`config.mk`:
```
export PLATFORM = sky130hd
export DESIGN_NAME = picorv32_wbuf
export DESIGN_NICKNAME = d
export VERILOG_FILES = /design/src/rtl/picorv32_wbuf.sv
export SDC_FILE = /design/constraint.sdc
export NUM_CORES = 1
export LEC_CHECK = 0
export ABC_AREA = 1
export BUFFER_PORTS_ARGS = -buffer_cell sky130_fd_sc_hd__buf_2
export CORE_MARGIN = 1.5
export CORE_UTILIZATION = 57
export DETAILED_ROUTE_END_ITERATION = 12
export PLACE_DENSITY = 0.8
export SKIP_LAST_GASP = 1
export SLEW_MARGIN = 0
export SYNTH_ARGS = -nofsm -noshare
export SYNTH_HDL_FRONTEND = slang
export SYNTH_SLANG_ARGS = --single-unit
```
`constraint.sdc`:
```
create_clock -name clk -period 6 [get_ports clk]
set_clock_uncertainty 0.1 [all_clocks]
set_input_delay 0.9 -clock clk [delete_from_list [all_inputs] [get_ports clk]]
set_output_delay 0.9 -clock clk [all_outputs]
set_load 0.005 [all_outputs]
```
`src/rtl/picorv32_wbuf.sv`:
```
// picorv32_wbuf -- posted-write buffer between the PicoRV32 native memory
// interface and picorv32_freeahb_adapter.
//
// Writes are acknowledged to the core one cycle after they are sampled and
// queued in a small FIFO. The FIFO drains in order to the adapter, one
// request at a time with an idle cycle between requests. Reads and
// instruction fetches are issued downstream only once the buffer is empty,
// so they are ordered behind every queued write.
//
// Optional feature, macro PICORV_WBUF_FWD_EN: a data read whose youngest
// matching FIFO entry (same addr[31:2]) carries a full 4'b1111 strobe is
// answered directly from the FIFO with no downstream access.
//
// Parameters:
//   DEPTH       FIFO entries, power of two, 2..16
//   CW          width of wbuf_count, log2(DEPTH)+1
// Ports:
//   clk, resetn                       clock, synchronous active-low reset
//   mem_valid/instr/addr/wdata/wstrb  core request (wstrb==0 means read)
//   mem_ready, mem_rdata              core completion pulse, registered data
//   dn_valid/instr/addr/wdata/wstrb   request to the adapter
//   dn_ready, dn_rdata                adapter completion and read data
//   wbuf_empty                        nothing queued and no drain in flight
//   wbuf_count                        number of FIFO entries held
module picorv32_wbuf #(
    parameter int DEPTH = 4,
    parameter int CW    = 3
) (
    input  logic          clk,
    input  logic          resetn,
    input  logic          mem_valid,
    input  logic          mem_instr,
    output logic          mem_ready,
    input  logic [31:0]   mem_addr,
    input  logic [31:0]   mem_wdata,
    input  logic [3:0]    mem_wstrb,
    output logic [31:0]   mem_rdata,
    output logic          dn_valid,
    output logic          dn_instr,
    input  logic          dn_ready,
    output logic [31:0]   dn_addr,
    output logic [31:0]   dn_wdata,
    output logic [3:0]    dn_wstrb,
    input  logic [31:0]   dn_rdata,
    output logic          wbuf_empty,
    output logic [CW-1:0] wbuf_count
);

    localparam int AW = (DEPTH > 1) ? $clog2(DEPTH) : 1;

    typedef struct packed {
        logic [31:0] addr;
        logic [31:0] wdata;
        logic [3:0]  wstrb;
        logic        instr;
    } entry_t;

    typedef enum logic [1:0] {
        S_IDLE  = 2'd0,
        S_DRAIN = 2'd1,
        S_RD    = 2'd2
    } state_t;

    entry_t        fifo [DEPTH];
    logic [AW-1:0] rd_ptr;
    logic [AW-1:0] wr_ptr;
    logic [CW-1:0] count;

    state_t state;
    state_t state_nxt;

    logic        sample;
    logic        is_wr;
    logic        full;
    logic        push;
    logic        rd_req;
    logic        fwd_hit;
    logic [31:0] fwd_data;

    logic ld_drain;
    logic ld_rd;
    logic pop;
    logic rd_done;

    // The core holds mem_valid until it sees mem_ready and drops it on the
    // following edge, so the mem_ready cycle itself is never sampled.
    assign sample = mem_valid && !mem_ready;
    assign is_wr  = |mem_wstrb;
    assign full   = (count == CW'(DEPTH));
    // A full FIFO refuses the push even if a pop happens on the same edge.
    assign push   = sample && is_wr && !full;

`ifdef PICORV_WBUF_FWD_EN
    logic [AW-1:0] fwd_idx;
    logic          fwd_match;
    logic          fwd_full;

    // Walk from oldest to youngest so the last hit is the youngest entry.
    always_comb begin
        fwd_idx   = rd_ptr;
        fwd_match = 1'b0;
        fwd_full  = 1'b0;
        fwd_data  = '0;
        for (int i = 0; i < DEPTH; i++) begin
            fwd_idx = rd_ptr + AW'(i);
            if ((CW'(i) < count) && (fifo[fwd_idx].addr[31:2] == mem_addr[31:2])) begin
                fwd_match = 1'b1;
                fwd_full  = (fifo[fwd_idx].wstrb == 4'hF);
                fwd_data  = fifo[fwd_idx].wdata;
            end
        end
        fwd_hit = sample && !is_wr && !mem_instr && fwd_match && fwd_full;
    end
`else
    assign fwd_hit  = 1'b0;
    assign fwd_data = '0;
`endif

    assign rd_req = sample && !is_wr && !fwd_hit;

    // FSM: state register
    always_ff @(posedge clk) begin
        if (!resetn) state <= S_IDLE;
        else         state <= state_nxt;
    end

    // FSM: next state. Draining has priority over a pending read, and a
    // read only starts once the FIFO is empty.
    always_comb begin
        state_nxt = state;
        case (state)
            S_IDLE: begin
                if (count != '0) state_nxt = S_DRAIN;
                else if (rd_req) state_nxt = S_RD;
            end
            S_DRAIN: if (dn_ready) state_nxt = S_IDLE;
            S_RD:    if (dn_ready) state_nxt = S_IDLE;
            default: state_nxt = S_IDLE;
        endcase
    end

    // FSM: outputs (datapath strobes)
    always_comb begin
        ld_drain = 1'b0;
        ld_rd    = 1'b0;
        pop      = 1'b0;
        rd_done  = 1'b0;
        case (state)
            S_IDLE: begin
                ld_drain = (count != '0);
                ld_rd    = (count == '0) && rd_req;
            end
            S_DRAIN: pop     = dn_ready;
            S_RD:    rd_done = dn_ready;
            default: ;
        endcase
    end

    // Entry storage carries no reset; pointers and count define validity.
    always_ff @(posedge clk) begin
        if (push) fifo[wr_ptr] <= '{addr: mem_addr, wdata: mem_wdata,
                                    wstrb: mem_wstrb, instr: mem_instr};
    end

    always_ff @(posedge clk) begin
        if (!resetn) begin
            rd_ptr    <= '0;
            wr_ptr    <= '0;
            count     <= '0;
            mem_ready <= 1'b0;
            mem_rdata <= '0;
            dn_valid  <= 1'b0;
            dn_instr  <= 1'b0;
            dn_addr   <= '0;
            dn_wdata  <= '0;
            dn_wstrb  <= '0;
        end else begin
            if (push) wr_ptr <= wr_ptr + 1'b1;
            if (pop)  rd_ptr <= rd_ptr + 1'b1;
            count <= count + CW'(push) - CW'(pop);

            mem_ready <= push || rd_done || fwd_hit;
            if (rd_done)      mem_rdata <= dn_rdata;
            else if (fwd_hit) mem_rdata <= fwd_data;

            // dn_* hold steady from load until the dn_ready edge.
            if (ld_drain) begin
                dn_valid <= 1'b1;
                dn_addr  <= fifo[rd_ptr].addr;
                dn_wdata <= fifo[rd_ptr].wdata;
                dn_wstrb <= fifo[rd_ptr].wstrb;
                dn_instr <= fifo[rd_ptr].instr;
            end else if (ld_rd) begin
                dn_valid <= 1'b1;
                dn_addr  <= mem_addr;
                dn_wstrb <= 4'h0;
                dn_instr <= mem_instr;
            end else if (pop || rd_done) begin
                dn_valid <= 1'b0;
            end
        end
    end

    assign wbuf_empty = (count == '0) && (state != S_DRAIN);
    assign wbuf_count = count;

endmodule

```
==> flow_summary.toml <==
[timing]
slew_viol_final = 0
tightest_slew_ps = 1150
min_period_ps = 2990
max_freq_mhz = 335
finalSetupViolCount = 0
layout_setup_ws_ps = 3010
hold_viol_final = 0
relSlewSlack_pct = 23.2
setup_tns_ps = 0
rsz0062_at_grt = "no"
timing.final.crit_share_pct = 49.8

[synthesis]
syn_avg_cell_area_sq_um = 10.5
synthCells = 1434
synth-seq-area-share_pct = 70.0
synth.area.top_cells = "edfxtp_1 (55%), dfxtp_1 (15%), nand2_1 (7.9%)"
yosysUniqueCellTypes = 23
syn_area_sq_mm = 0.0151
syn-num-nets = 1548
synth_area_leader_cell = "edfxtp_1"
ys_ff_latch = 390
yosysTopAreaCellShare_pct = 54.9
yosysWarnings = 0

[layout]
nets = 1730
post-route-util_pct = 67.6
synthToLayoutAreaGrowth_pct = 16.7
final_cell_mix = "nand2_1 (318), edfxtp_1 (276), buf_2 (210), nor2_1 (179), o21ai_0 (140)"
final_common_cell = "nand2_1"
fin_cells = 1984
layout-drive-gt1-share_pct = 17.7

[power_and_ir_drop]
pwr-share-clk_pct = 30.3
switching_power_mw = 2.41
powerDensity_mw_per_mm2 = 432
ir_worst_vdd_mv = 0.261
pwr-share-comb_pct = 24.7
power.leakage_nw = 7.29
power_frac_seq_pct = 45.1
p_int_mw = 5.21
p_sw_share_pct = 31.6

[min_path]
hp-class = "flop to flop"

[worst_setup_path]
reg2reg_from = "wbuf_count[1]$_SDFF_PN0_"
crit_fanout = 59
ff2ff_path_depth = 6
setup.worst_path.start = "wbuf_count[1]$_SDFF_PN0_"
worstSetupStartpointType = "flop"
reg2reg_slack_ps = 3010
cp.required_ps = 6350
worstSetupEndpointType = "flop"
worstPathArrival_ps = 3340
critPathKind = "flop to flop"
worstReg2RegEnd = "dn_wdata[4]$_SDFFE_PN0P_"
critPathCapture = "dn_wdata[4]$_SDFFE_PN0P_"

[grt]
grt_pass1_wl_mm = 54.1
grt_max_degree = 104
overflow = 0
grt_pass1_vias = 10700
grt_antenna_before_repair = 3
track_usage_pct = 24.6

[clock_tree]
clk_latency_ps = 530
cts_setup_buffers = 0
htreeDepth = 2
postCtsResizedCells = 0
clkSinkCount = 390
cts_buffer_depth = 3
tritoncts = "yes"
hold_buffers = 0
clockRootBuffer = "clkbuf_16"
numCtsBuffers = 39
cts.clk_slew.worst_paths_ps = 60

[placement]
place_congestion = 0.751
post-place-cells = 1910
pre_cts_slack_ps = 2430
dp_hpwl_mm = 19.9
portBuffers = 211

[routing]
route.detailed.drc = 0
ant_nets = 0
drtIter0Drc = 868
dr_total_vias = 10700
drt-total-wl_mm = 33.7
viasPerCell = 5.41
first_pass_iters = 7
wl_per_cell_um = 17.0

[floorplan]
chipHeight_um = 166
ios = 212
fp.coreArea_sq_mm = 0.0261
dieArea_sq_mm = 0.0275
die-width_um = 166
rows = 59
initial_utilization_pct = 58.0

[job]
cap_viol_max_count = 0

[outcome]
outcome = "finished, final reports clean"
metrics by stage:
stage | cell area, sq um | hold slack (ps) | total power [mW]
global route | 17600 | 394 | 8.07
CTS | 17600 | 364 | 7.68
finish | 17600 | 363 | 7.62
floorplan | 15100 | 344 | 4.73
detailed placement | 16400 | 355 | 5.36
global placement | 16400 | 354 | 5.29
power groups by stage:
stage / clock (mW) / sequential [mW] / combinational [mW]
floorplan: 0 / 3.49 / 1.25
global placement: 0 / 3.48 / 1.81
detailed placement: 0 / 3.49 / 1.87
CTS: 2.34 / 3.44 / 1.90
global route: 2.45 / 3.47 / 2.15
finish: 2.31 / 3.44 / 1.88
flip-flops by register name (all words and copies together), names as in the netlist, 3 cells and up, named ones only:
signal and cells:
wbuf_count 3, mem_rdata 32, dn_wdata 32, dn_addr 32, dn_wstrb 4, fifo 276
cell type report:
cell class | instances | area, sq um
well taps | 335 | 419
multi-input cells | 842 | 3760
inverters | 118 | 445
clock buffers | 62 | 1140
fillers | 1884 | 8430
flip-flops and latches | 390 | 10600
diodes | 2 | 5.00
repair buffers | 225 | 1190
clock inverters | 10 | 91.3
worst min path at each step:
stage	slack (ps)	to	cells after the start	start
floorplan	340	flop	1	rd_ptr[0]$_SDFFE_PN0P_
global placement	350	flop	1	rd_ptr[0]$_SDFFE_PN0P_
detailed placement	350	dn_wstrb[2]$_SDFFE_PN0P_	2	dn_wstrb[2]$_SDFFE_PN0P_
CTS	360	dn_wstrb[2]$_SDFFE_PN0P_	2	dn_wstrb[2]$_SDFFE_PN0P_
global route	390	rd_ptr[0]$_SDFFE_PN0P_	1	rd_ptr[0]$_SDFFE_PN0P_
finish	360	dn_wstrb[1]$_SDFFE_PN0P_	2	dn_wstrb[1]$_SDFFE_PN0P_
worst max-delay path, cell delays in order (launching register included):
cell and delay [ps]:
dfxtp_1 500, nor3_4 90, buf_4 280, nor2_4 910, buf_4 600, o21ai_0 190, a21oi_1 210
synth_stat cells, drive strengths merged:
master	n
inv	117
buf	39
dfxtp	114
nor2	184
nor4	1
nor3	1
edfxtp	276
nand2	319
clkinv	1
nand4	1
ha	8
a21oi	78
clkbuf	45
nand3	70
o21ai	144
xor2	3
o22ai	32
fa	1
kinds of logic (layout without fill, tap and decap cells):
group           count (synthesis)  count (layout)  synth area share (%)
fa+ha+maj                       9               9                 0.795
other cells                     0               2                     0
simple gates                  576             576                  15.0
flops                         390             390                  70.0
buf+inv                       202             415                  5.31
xor+xnor                        3               3                 0.174
compound gates                254             254                  8.68
routing by layer:
layer / global-route usage (%) / share of wire [%] / vias up
met5: 0 / 0.044 / -
met4: 8.26 / 2.1 / 2
met3: 4.43 / 6.9 / 55
met2: 43.5 / 51 / 412
met1: 30.6 / 40 / 5094
li1: - / - / 5167
Power figures use the tool's default switching activity.
